`config.mk`:
```
export PLATFORM = sky130hd
export DESIGN_NAME = host_wr_pacer_flat
export DESIGN_NICKNAME = d
export VERILOG_FILES = /design/src/rtl/host_wr_pacer_if.sv /design/src/rtl/host_wr_pacer.sv /design/src/flat_wrapper.sv
export SDC_FILE = /design/constraint.sdc
export NUM_CORES = 1
export LEC_CHECK = 0
export ABC_AREA = 1
export BUFFER_PORTS_ARGS = -buffer_cell sky130_fd_sc_hd__buf_2
export CAP_MARGIN = 0
export CORE_ASPECT_RATIO = 1.25
export CORE_MARGIN = 10
export CORE_UTILIZATION = 56
export CTS_CLUSTER_DIAMETER = 40
export DETAILED_ROUTE_END_ITERATION = 10
export GPL_TIMING_DRIVEN = 0
export PLACE_DENSITY = 0.75
export SYNTH_ARGS = -nofsm -noshare
export SYNTH_HDL_FRONTEND = slang
export SYNTH_SLANG_ARGS = --single-unit
export TNS_END_PERCENT = 100
```
`constraint.sdc`:
```
create_clock -name clk -period 3.25 [get_ports clk]
set_clock_uncertainty 0.1 [all_clocks]
set_input_delay 0.325 -clock clk [delete_from_list [all_inputs] [get_ports clk]]
set_output_delay 0.325 -clock clk [all_outputs]
set_load 0.02 [all_outputs]
```
`src/rtl/host_wr_pacer_if.sv`:
```
`default_nettype none
//==============================================================================
// Module   : host_wr_pacer_if
// Brief    : Host bus plus register-write bus around host_wr_pacer.
// Revision : 1.0 - initial release
//==============================================================================
interface host_wr_pacer_if #(
  parameter int DATA_W = 8,
  parameter int BANK_W = 1
);
  logic              cs_n;
  logic              rd_n;
  logic              wr_n;
  logic [BANK_W:0]   address;
  logic [DATA_W-1:0] din;
  logic [DATA_W-1:0] dout;
  logic [DATA_W-1:0] status;
  logic              reg_wr_valid;
  logic              reg_wr_ready;
  logic [BANK_W-1:0] reg_wr_bank;
  logic [DATA_W-1:0] reg_wr_address;
  logic [DATA_W-1:0] reg_wr_data;

  modport master (
    output cs_n, rd_n, wr_n, address, din, status, reg_wr_ready,
    input  dout, reg_wr_valid, reg_wr_bank, reg_wr_address, reg_wr_data
  );

  modport slave (
    input  cs_n, rd_n, wr_n, address, din, status, reg_wr_ready,
    output dout, reg_wr_valid, reg_wr_bank, reg_wr_address, reg_wr_data
  );
endinterface
`default_nettype wire

```
`src/rtl/host_wr_pacer.sv`:
```
`default_nettype none
//==============================================================================
// Module   : host_wr_pacer
// Brief    : Queues host address/data port writes and replays them as paced
//            register writes. HOST_WR_PACER_DROP_CNT_EN adds drop_count.
// Revision : 1.0 - initial release
//==============================================================================
module host_wr_pacer #(
  parameter int DATA_W  = 8,
  parameter int BANK_W  = 1,
  parameter int LGDEPTH = 6,
  parameter int MIN_GAP = 4
) (
  input  wire              clk,
  input  wire              reset,
  host_wr_pacer_if.slave   bus,
  output logic [LGDEPTH:0] fifo_level,
  output logic             overflow
`ifdef HOST_WR_PACER_DROP_CNT_EN
  ,
  output logic [15:0]      drop_count
`endif
);

  localparam int c_DEPTH   = 2 ** LGDEPTH;
  localparam int c_ENTRY_W = BANK_W + 1 + DATA_W;
  localparam int c_GAP_W   = (MIN_GAP > 1) ? $clog2(MIN_GAP) : 1;
  localparam logic [c_GAP_W-1:0] c_GAP_LAST = c_GAP_W'((MIN_GAP > 0) ? MIN_GAP - 1 : 0);
  localparam logic [LGDEPTH:0]   c_FULL     = {1'b1, {LGDEPTH{1'b0}}};

  typedef enum logic [1:0] {
    S_IDLE = 2'd0,
    S_EXEC = 2'd1,
    S_WAIT = 2'd2,
    S_GAP  = 2'd3
  } state_t;

  localparam state_t c_AFTER = (MIN_GAP == 0) ? S_IDLE : S_GAP;

  logic                 r_cs_p1_n;
  logic                 r_wr_p1_n;
  logic                 r_wr_p1_q;
  logic [BANK_W:0]      r_addr_p1;
  logic [DATA_W-1:0]    r_din_p1;
  logic [DATA_W-1:0]    r_status_p1;
  logic [DATA_W-1:0]    r_dout;
  logic                 w_wr_p1;
  logic                 w_push_req;
  logic                 w_push;
  logic                 w_pop;
  logic                 w_full;
  logic                 w_empty;
  logic                 w_drop;
  logic [c_ENTRY_W-1:0] r_mem [c_DEPTH];
  logic [LGDEPTH-1:0]   r_wr_ptr;
  logic [LGDEPTH-1:0]   r_rd_ptr;
  logic [LGDEPTH:0]     r_level;
  logic                 r_overflow;
  state_t               r_state;
  state_t               w_state_nxt;
  logic [c_ENTRY_W-1:0] r_entry;
  logic [BANK_W-1:0]    w_ent_bank;
  logic                 w_ent_is_data;
  logic [DATA_W-1:0]    w_ent_data;
  logic [BANK_W-1:0]    r_bank;
  logic [DATA_W-1:0]    r_reg_addr;
  logic [DATA_W-1:0]    r_wr_data;
  logic [c_GAP_W-1:0]   r_gap_cnt;
  logic                 w_unused_rd;

  // Reads have no side effects; the strobe is intentionally ignored.
  assign w_unused_rd = bus.rd_n;

  // Input stage. address_p1 resets to all-ones so dout stays all-ones
  // through the first cycle after reset.
  always_ff @(posedge clk or posedge reset) begin
    if (reset) begin
      r_cs_p1_n   <= 1'b1;
      r_wr_p1_n   <= 1'b1;
      r_wr_p1_q   <= 1'b0;
      r_addr_p1   <= '1;
      r_din_p1    <= '0;
      r_status_p1 <= '0;
      r_dout      <= '1;
    end else begin
      r_cs_p1_n   <= bus.cs_n;
      r_wr_p1_n   <= bus.wr_n;
      r_wr_p1_q   <= w_wr_p1;
      r_addr_p1   <= bus.address;
      r_din_p1    <= bus.din;
      r_status_p1 <= bus.status;
      r_dout      <= (r_addr_p1 == '0) ? r_status_p1 : '1;
    end
  end

  assign w_wr_p1    = !r_cs_p1_n && !r_wr_p1_n;
  assign w_push_req = w_wr_p1 && !r_wr_p1_q;
  assign w_full     = (r_level == c_FULL);
  assign w_empty    = (r_level == '0);
  assign w_push     = w_push_req && (!w_full || w_pop);
  assign w_drop     = w_push_req && w_full && !w_pop;

  always_ff @(posedge clk) begin
    if (w_push) begin
      r_mem[r_wr_ptr] <= {r_addr_p1[BANK_W:1], r_addr_p1[0], r_din_p1};
    end
  end

  always_ff @(posedge clk or posedge reset) begin
    if (reset) begin
      r_wr_ptr   <= '0;
      r_rd_ptr   <= '0;
      r_level    <= '0;
      r_overflow <= 1'b0;
    end else begin
      if (w_push) r_wr_ptr <= r_wr_ptr + 1'b1;
      if (w_pop)  r_rd_ptr <= r_rd_ptr + 1'b1;
      case ({w_push, w_pop})
        2'b10:   r_level <= r_level + 1'b1;
        2'b01:   r_level <= r_level - 1'b1;
        default: r_level <= r_level;
      endcase
      if (w_drop) r_overflow <= 1'b1;
    end
  end

  assign w_ent_bank    = r_entry[c_ENTRY_W-1 -: BANK_W];
  assign w_ent_is_data = r_entry[DATA_W];
  assign w_ent_data    = r_entry[DATA_W-1:0];

  always_ff @(posedge clk or posedge reset) begin
    if (reset) begin
      r_state <= S_IDLE;
    end else begin
      r_state <= w_state_nxt;
    end
  end

  always_comb begin
    w_state_nxt = r_state;
    w_pop       = 1'b0;
    case (r_state)
      S_IDLE: begin
        if (!w_empty) begin
          w_pop       = 1'b1;
          w_state_nxt = S_EXEC;
        end
      end
      S_EXEC:  w_state_nxt = w_ent_is_data ? S_WAIT : c_AFTER;
      S_WAIT:  if (bus.reg_wr_ready) w_state_nxt = c_AFTER;
      S_GAP:   if (r_gap_cnt == c_GAP_LAST) w_state_nxt = S_IDLE;
      default: w_state_nxt = S_IDLE;
    endcase
  end

  // Bank/address latch persists across data entries until the next address entry.
  always_ff @(posedge clk or posedge reset) begin
    if (reset) begin
      r_entry    <= '0;
      r_bank     <= '0;
      r_reg_addr <= '0;
      r_wr_data  <= '0;
      r_gap_cnt  <= '0;
    end else begin
      if (w_pop) r_entry <= r_mem[r_rd_ptr];
      if (r_state == S_EXEC) begin
        if (w_ent_is_data) begin
          r_wr_data <= w_ent_data;
        end else begin
          r_bank     <= w_ent_bank;
          r_reg_addr <= w_ent_data;
        end
      end
      r_gap_cnt <= (r_state == S_GAP) ? r_gap_cnt + 1'b1 : '0;
    end
  end

  assign bus.reg_wr_valid   = (r_state == S_WAIT);
  assign bus.reg_wr_bank    = r_bank;
  assign bus.reg_wr_address = r_reg_addr;
  assign bus.reg_wr_data    = r_wr_data;
  assign bus.dout           = r_dout;
  assign fifo_level         = r_level;
  assign overflow           = r_overflow;

`ifdef HOST_WR_PACER_DROP_CNT_EN
  logic [15:0] r_drop_count;

  always_ff @(posedge clk or posedge reset) begin
    if (reset) begin
      r_drop_count <= '0;
    end else if (w_drop && (r_drop_count != 16'hFFFF)) begin
      r_drop_count <= r_drop_count + 16'd1;
    end
  end

  assign drop_count = r_drop_count;
`endif

endmodule
`default_nettype wire

```
`src/flat_wrapper.sv`:
```
// flat-port wrapper written by rule: the top's interface ports become plain ports
module host_wr_pacer_flat 
#(
  parameter int DATA_W  = 8,
  parameter int BANK_W  = 1,
  parameter int LGDEPTH = 6,
  parameter int MIN_GAP = 4
)
  (clk, reset, fifo_level, overflow, bus_cs_n, bus_rd_n, bus_wr_n, bus_address, bus_din, bus_status, bus_reg_wr_ready, bus_dout, bus_reg_wr_valid, bus_reg_wr_bank, bus_reg_wr_address, bus_reg_wr_data);
  host_wr_pacer_if #(.DATA_W(DATA_W), .BANK_W(BANK_W)) bus_i ();
  input  wire clk;
  input  wire reset;
  output logic [LGDEPTH:0] fifo_level;
  output logic overflow;
  input wire logic [$bits(bus_i.cs_n)-1:0] bus_cs_n;
  input wire logic [$bits(bus_i.rd_n)-1:0] bus_rd_n;
  input wire logic [$bits(bus_i.wr_n)-1:0] bus_wr_n;
  input wire logic [$bits(bus_i.address)-1:0] bus_address;
  input wire logic [$bits(bus_i.din)-1:0] bus_din;
  input wire logic [$bits(bus_i.status)-1:0] bus_status;
  input wire logic [$bits(bus_i.reg_wr_ready)-1:0] bus_reg_wr_ready;
  output wire logic [$bits(bus_i.dout)-1:0] bus_dout;
  output wire logic [$bits(bus_i.reg_wr_valid)-1:0] bus_reg_wr_valid;
  output wire logic [$bits(bus_i.reg_wr_bank)-1:0] bus_reg_wr_bank;
  output wire logic [$bits(bus_i.reg_wr_address)-1:0] bus_reg_wr_address;
  output wire logic [$bits(bus_i.reg_wr_data)-1:0] bus_reg_wr_data;
  assign bus_i.cs_n = bus_cs_n;
  assign bus_i.rd_n = bus_rd_n;
  assign bus_i.wr_n = bus_wr_n;
  assign bus_i.address = bus_address;
  assign bus_i.din = bus_din;
  assign bus_i.status = bus_status;
  assign bus_i.reg_wr_ready = bus_reg_wr_ready;
  assign bus_dout = bus_i.dout;
  assign bus_reg_wr_valid = bus_i.reg_wr_valid;
  assign bus_reg_wr_bank = bus_i.reg_wr_bank;
  assign bus_reg_wr_address = bus_i.reg_wr_address;
  assign bus_reg_wr_data = bus_i.reg_wr_data;
  host_wr_pacer #(.DATA_W(DATA_W), .BANK_W(BANK_W), .LGDEPTH(LGDEPTH), .MIN_GAP(MIN_GAP)) u_core (.clk(clk), .reset(reset), .bus(bus_i), .fifo_level(fifo_level), .overflow(overflow));
endmodule
```
* Yosys cells after proc, flatten, opt, wreduce, memory -nomap -nowiden *
Memories as Yosys holds them, arrays and structs flattened. A register that Yosys moved wholly into a read port is not among the register bits.
Cells that the tools add are included.

storage, ports and cells
  memories kept = 1
  bits in registers = 70
  input port bits = 24
  bits in writable memories = 640
  output and inout bits = 34

cells by class
  multiplexer cells = 12
  bitwise operators = 1
  eq/ne operators = 10
  reduce and logical (&&, ||, !) cells = 18
  add/sub/neg operators = 5

memories
  name          depth  width  rd ports  clocked after memory_dff  write ports  RTL line             text
  u_core.r_mem  64     10     1         1                         1            host_wr_pacer.sv:54  logic [c_ENTRY_W-1:0] r_mem [c_DEPTH];

operators with widths
  operator             count
  $pmux 7 s2           1
  $add 6x1->6 const B  2
  $eq 2x2->1 const B   4
  $mux 2               4
  $mux 8               1
  $pmux 2 s4           1
  $add 7x1->7 const B  1
  $eq 7x7->1 const B   1
  $logic_not 7->1      1
  $sub 7x1->7 const B  1
  $logic_and 1x1->1    5
  $logic_not 1->1      5
  $mux 1               5
  $eq 2x1->1 const B   2
  $logic_not 2->1      2
  $ne 2x2->1 const B   2
  $reduce_and 2->1     2
  $reduce_and 3->1     1
  $add 2x1->2 const B  1
  $ne 2x1->1 const B   1
  $reduce_bool 2->1    1
  $logic_or 1x1->1     1
  $not 1->1            1

* Longest topological paths before layout *
  depth in word-level cells = 7
  mapped depth = 19
  depth with buffers taken out = 19

* Least setup slack after synthesis *
Ideal clock, no wire load.

  path type = reg2reg
  start = register u_core.r_state[0]
  end = memory u_core.r_mem[7][0] in the netlist's numbering (enable)
  setup slack = 0.103 ns
  setup time = 0.404 ns
  required time = 2.746 ns
  cell stages (with the launch flop) = 9
  buffers on the path = 2
  data arrival time = 2.643 ns
  period minus slack after synthesis = 3.147 ns
  path through = dfrtp_1 -> inv_1 -> ha_1 -> clkbuf_1 -> nor3_1 -> a21oi_1 -> buf_4 -> nand2_1 -> nor4_1

on the way
  cells in the longest elaborated chain, start to end = 6

ends and longest elaborated chain
  item                          RTL line              text
  start: declaration            host_wr_pacer.sv:59   state_t r_state;
  start signal: assignment      host_wr_pacer.sv:135  r_state <= w_state_nxt;
  $logic_not 2->1               host_wr_pacer.sv:142  case (r_state)
  $mux 1                        host_wr_pacer.sv:142
  $logic_or 1x1->1              host_wr_pacer.sv:100  assign w_push = w_push_req && (!w_full || w_pop);
  $logic_and 1x1->1             host_wr_pacer.sv:100
  $mux 1                        host_wr_pacer.sv:104  if (w_push) begin
  $mux 1 (implied by the code)  host_wr_pacer.sv:105  r_mem[r_wr_ptr] <= {r_addr_p1[BANK_W:1], r_addr_p1[0], r_din_p1};
  end: declaration              host_wr_pacer.sv:54

No other way between the ends.

==> key figures <==
Yosys
  – Synth Area in Adders: 0.00394
  – Mapped Cells: 2247
  – Simple-Gate Fraction of Synth Area: 0.106
  – Cell taking the most area after synthesis: edfxtp_1
  – Post-Synth XOR/XNOR Area: 0.00368
  – Leading cell type by number of instances after synthesis: edfxtp_1
  – Register bit count reported by yosys: 720
  – Async SR Flop Fraction: 0.111
  – Netlist cell types: 33
  – Post-synth EDFFs: 640
  – Top_reg_cell synth: edfxtp_1
  – Synth Warn #: 0
  – Top post-synthesis cells by count: edfxtp_1 (640), nor2_1 (475), o21ai_0 (285), nand2_1 (174), nand3_1 (88)
  – Sequential share of the synthesized area: 0.743
  – Complex-gate fraction of the synthesized area: 0.109
  – Largest family of logic cells by synthesized area: compound AO/OA/AOI/OAI gates
  – Post-synth top area share: 0.673
  – Avg Inst Size Synth: between 10 and 15 um2
  – Post-synthesis mux area share: 0
  – Mapped Area: between 20000 and 30000 um2
  – Top cells by area, synth: edfxtp_1 (67%), nor2_1 (6.2%), dfrtp_1 (6.0%)
  – Mapped Nets: approximately 2300

Die
  – # rows: slightly above 90
  – DIE AREA: between 60000 and 70000 um2
  – I/O pins: 58
  – Core area: just over 50000 um2
  – Die height: between 200 and 300 um
  – Die X: 222 um
  – Initial Utilization: 0.567

Power and ir drop
  – Tot Pwr: around 32 mW
  – PwrDens: ~950 nW/um2
  – Maximum VDD drop: between 0.0005 and 0.0006 V
  – Leak: approximately 12 nW

Placement
  – I/O Buffers: 56
  – Post-detail-place hpwl: ~66000 um
  – Final GP Congestion: about 1.0
  – Post-place setup slack: -1.16 ns
  – Cells after DPL: about 3000

Critical path
  – Arrival time at the worst endpoint: ~3.8 ns
  – Setup CP Type: reg -> reg
  – Critical-path cell list: buf_2 -> buf_2 -> clkbuf_1 -> o21ai_0 -> o211ai_1 -> nand3_1 -> nand3_1 -> nand3_1 -> nand2_1 -> nand2_1 -> nand2_1
  – Top Family by Delay on Critical Path: buffers and inverters
  – Worst Reg-to-Reg Cells: 11
  – WP depth: 11
  – CP Launch Type: flop
  – Crit Path Max Fanout: 10
  – Slowest stage delay, CP: around 0.64 ns
  – Worst Path Buf+Inv: 3
  – Crit path max-delay cell type: clkbuf_1
  – Critical Path RT: roughly 3.7 ns
  – Worst setup EP type: flop

Finish
  – Fillers: between 3000 and 4000
  – Final core utilization: 0.667
  – Share of layout cells above drive strength 1: 0.156
  – Layout area overhead: 17.8%
  – # nets final: 2471
  – Fin cells: 3161

GRT
  – Initial antenna violation count: 4
  – GR Util met1: 0.373
  – GR Util met2: 0.520
  – Gr busiest metal: met2
  – Global-route wire length before repair: between 100000 and 150000 um
  – Largest net degree at the start of global routing: 72
  – Grt ovf: 0
  – Met3 GRT Util: 0.0820
  – Vias in the first global route: around 20000
  – Total track usage: 0.324

STA
  – Fin. Hold Viols: 0
  – Final setup viols: 3
  – Tightest Pin Transition: about 1.4 ns
  – Setup TNS: -0.0545 ns
  – Final min period: 3.29 ns
  – Slew HR: 0.0477
  – Final max-slew violation count: 0
  – Final WS setup: -0.0421 ns
  – Fin crit share: 1.01
  – Fmax achieved: between 300 and 400 MHz

Status
  – Status: finished, violations left
  – Failing checks: negative setup slack

Clocking
  – Clk pin slew, worst setup/hold paths: roughly 0.070 ns
  – Worst-case clock buffer depth: 3
  – CTS tree: yes
  – H-tree levels: 3
  – Clk sinks: between 700 and 800
  – Root Buffer: clkbuf_16
  – Latest clock arrival within the worst-skew pair: about 0.65 ns
  – Num CTS Buffers: between 80 and 90

Hold path
  – Worst min path class: in -> async

Run
  – Max cap viols: 0

Route
  – Via Count: slightly above 20000
  – Routed len/inst: 31.5 um
  – DRT iter0 DRCs: slightly below 3000
  – Post-route ant nets: 0
  – Vias per cell: around 6.5
  – DRC: 0
  – Total wire length: between 90000 and 100000 um
  – First drt pass iteration count: 6
==> metrics by stage <==
step | area [um2] | hold WS (ns)
2_1_floorplan | 28600 | 0.229
3_3_place_gp | 29700 | 0.320
3_5_place_dp | 29900 | 0.136
4_1_cts | 33600 | 0.0305
6_report | 33600 | 0.0458
5_1_grt | 33600 | 0.0510
==> worst paths after layout <==
path	start	end	slack [ns]
setup / recovery	u_core.r_rd_ptr[1]	u_core.r_entry[2]	-0.04
hold / removal	reset	u_core.r_status_p1[0]	0.05
setup reg to reg	u_core.r_rd_ptr[1]	u_core.r_entry[2]	-0.04
hold reg to reg	u_core.r_gap_cnt[0]	u_core.r_gap_cnt[0]	0.33
max in group asynchronous	reset	u_core.r_wr_p1_n	2.36
min in group clk	bus_reg_wr_ready	u_core.r_state[1]	0.05
==> layer usage <==
metal,vias to the layer above,wire (um)
li1,8578,-
met1,9979,33100
met2,1498,46900
met3,414,11100
met4,6,8490
met5,-,37
==> tightest hold or removal path: stages <==
cell,delay (ns)
dlygate4sd3_1,0.53
buf_2,0.14
inv_4,0.14
==> area by class of cell <==
| class | count | area, um2 | area share |
|---|---|---|---|
| diodes | 1 | 2.50 | 0.0000744 |
| plain buffers | 134 | 761 | 0.0226 |
| clock buffers | 95 | 2260 | 0.0671 |
| clock inverters | 55 | 696 | 0.0207 |
| inverters | 58 | 220 | 0.00654 |
| multi-input cells | 1335 | 6780 | 0.202 |
| flip-flops and latches | 720 | 21300 | 0.632 |
| well taps | 658 | 823 | 0.0245 |
| repair buffers | 105 | 853 | 0.0254 |
==> layout by cell type, fill, tap and decap left out, types with 12 or more instances in the layout <==
cell	instances
nand2_1	173
o21ai_1	54
buf_6	22
dfrtp_1	59
nor2_1	412
inv_1	49
dlygate4sd3_1	21
inv_6	15
a21oi_1	47
nand3_1	88
bufinv_16	12
o21ai_0	285
buf_4	25
nor2_2	17
o211ai_1	80
nor2_4	48
nand4_1	12
edfxtp_1	640
a22oi_1	28
clkbuf_1	64
buf_2	85
o22ai_1	53
xor2_1	12
clkbuf_16	88
==> cells by family (layout without fill, tap and decap cells) <==
family | Yosys count | after routing
compound gates | 551 | 551
flops | 720 | 720
other cells | 0 | 1
xor+xnor | 12 | 12
buf+inv | 192 | 447
simple gates | 763 | 763
fa+ha+maj | 9 | 9
==> power by group <==
group	internal [mW]	total (mW)	switching (mW)	leakage (nW)
logic	2.74	11.2	8.43	3.35
clock network	6.04	9.99	3.95	1.46
registers	10.5	10.8	0.361	6.72
total	19.3	32.0	12.7	11.5
==> timing repair <==
action / in CTS / in global routing
endpoints found under the hold margin: 93 / 0
resized for setup: 109 / 20
setup endpoints to repair: 645 / 480
hold buffers: 21 / 0
pin swaps: 1 / 3
setup buffers: 15 / 3
==> registers in the layout (all words and copies together), names as in the netlist <==
signal and flops:
u_core.bus.dout 8, u_core.overflow 1, u_core.bus.reg_wr_bank 1, u_core.r_status_p1 8, u_core.r_rd_ptr 6, u_core.fifo_level 7
u_core.bus.reg_wr_data 8, u_core.r_wr_ptr 6, u_core.r_din_p1 8, u_core.r_gap_cnt 2, u_core.r_mem 640, u_core.bus.reg_wr_address 8
u_core.r_state 2, u_core.r_wr_p1_q 1, u_core.r_addr_p1 2, u_core.r_wr_p1_n 1, u_core.r_entry 10, u_core.r_cs_p1_n 1
Note: power is estimated with default switching activity, not from simulation.
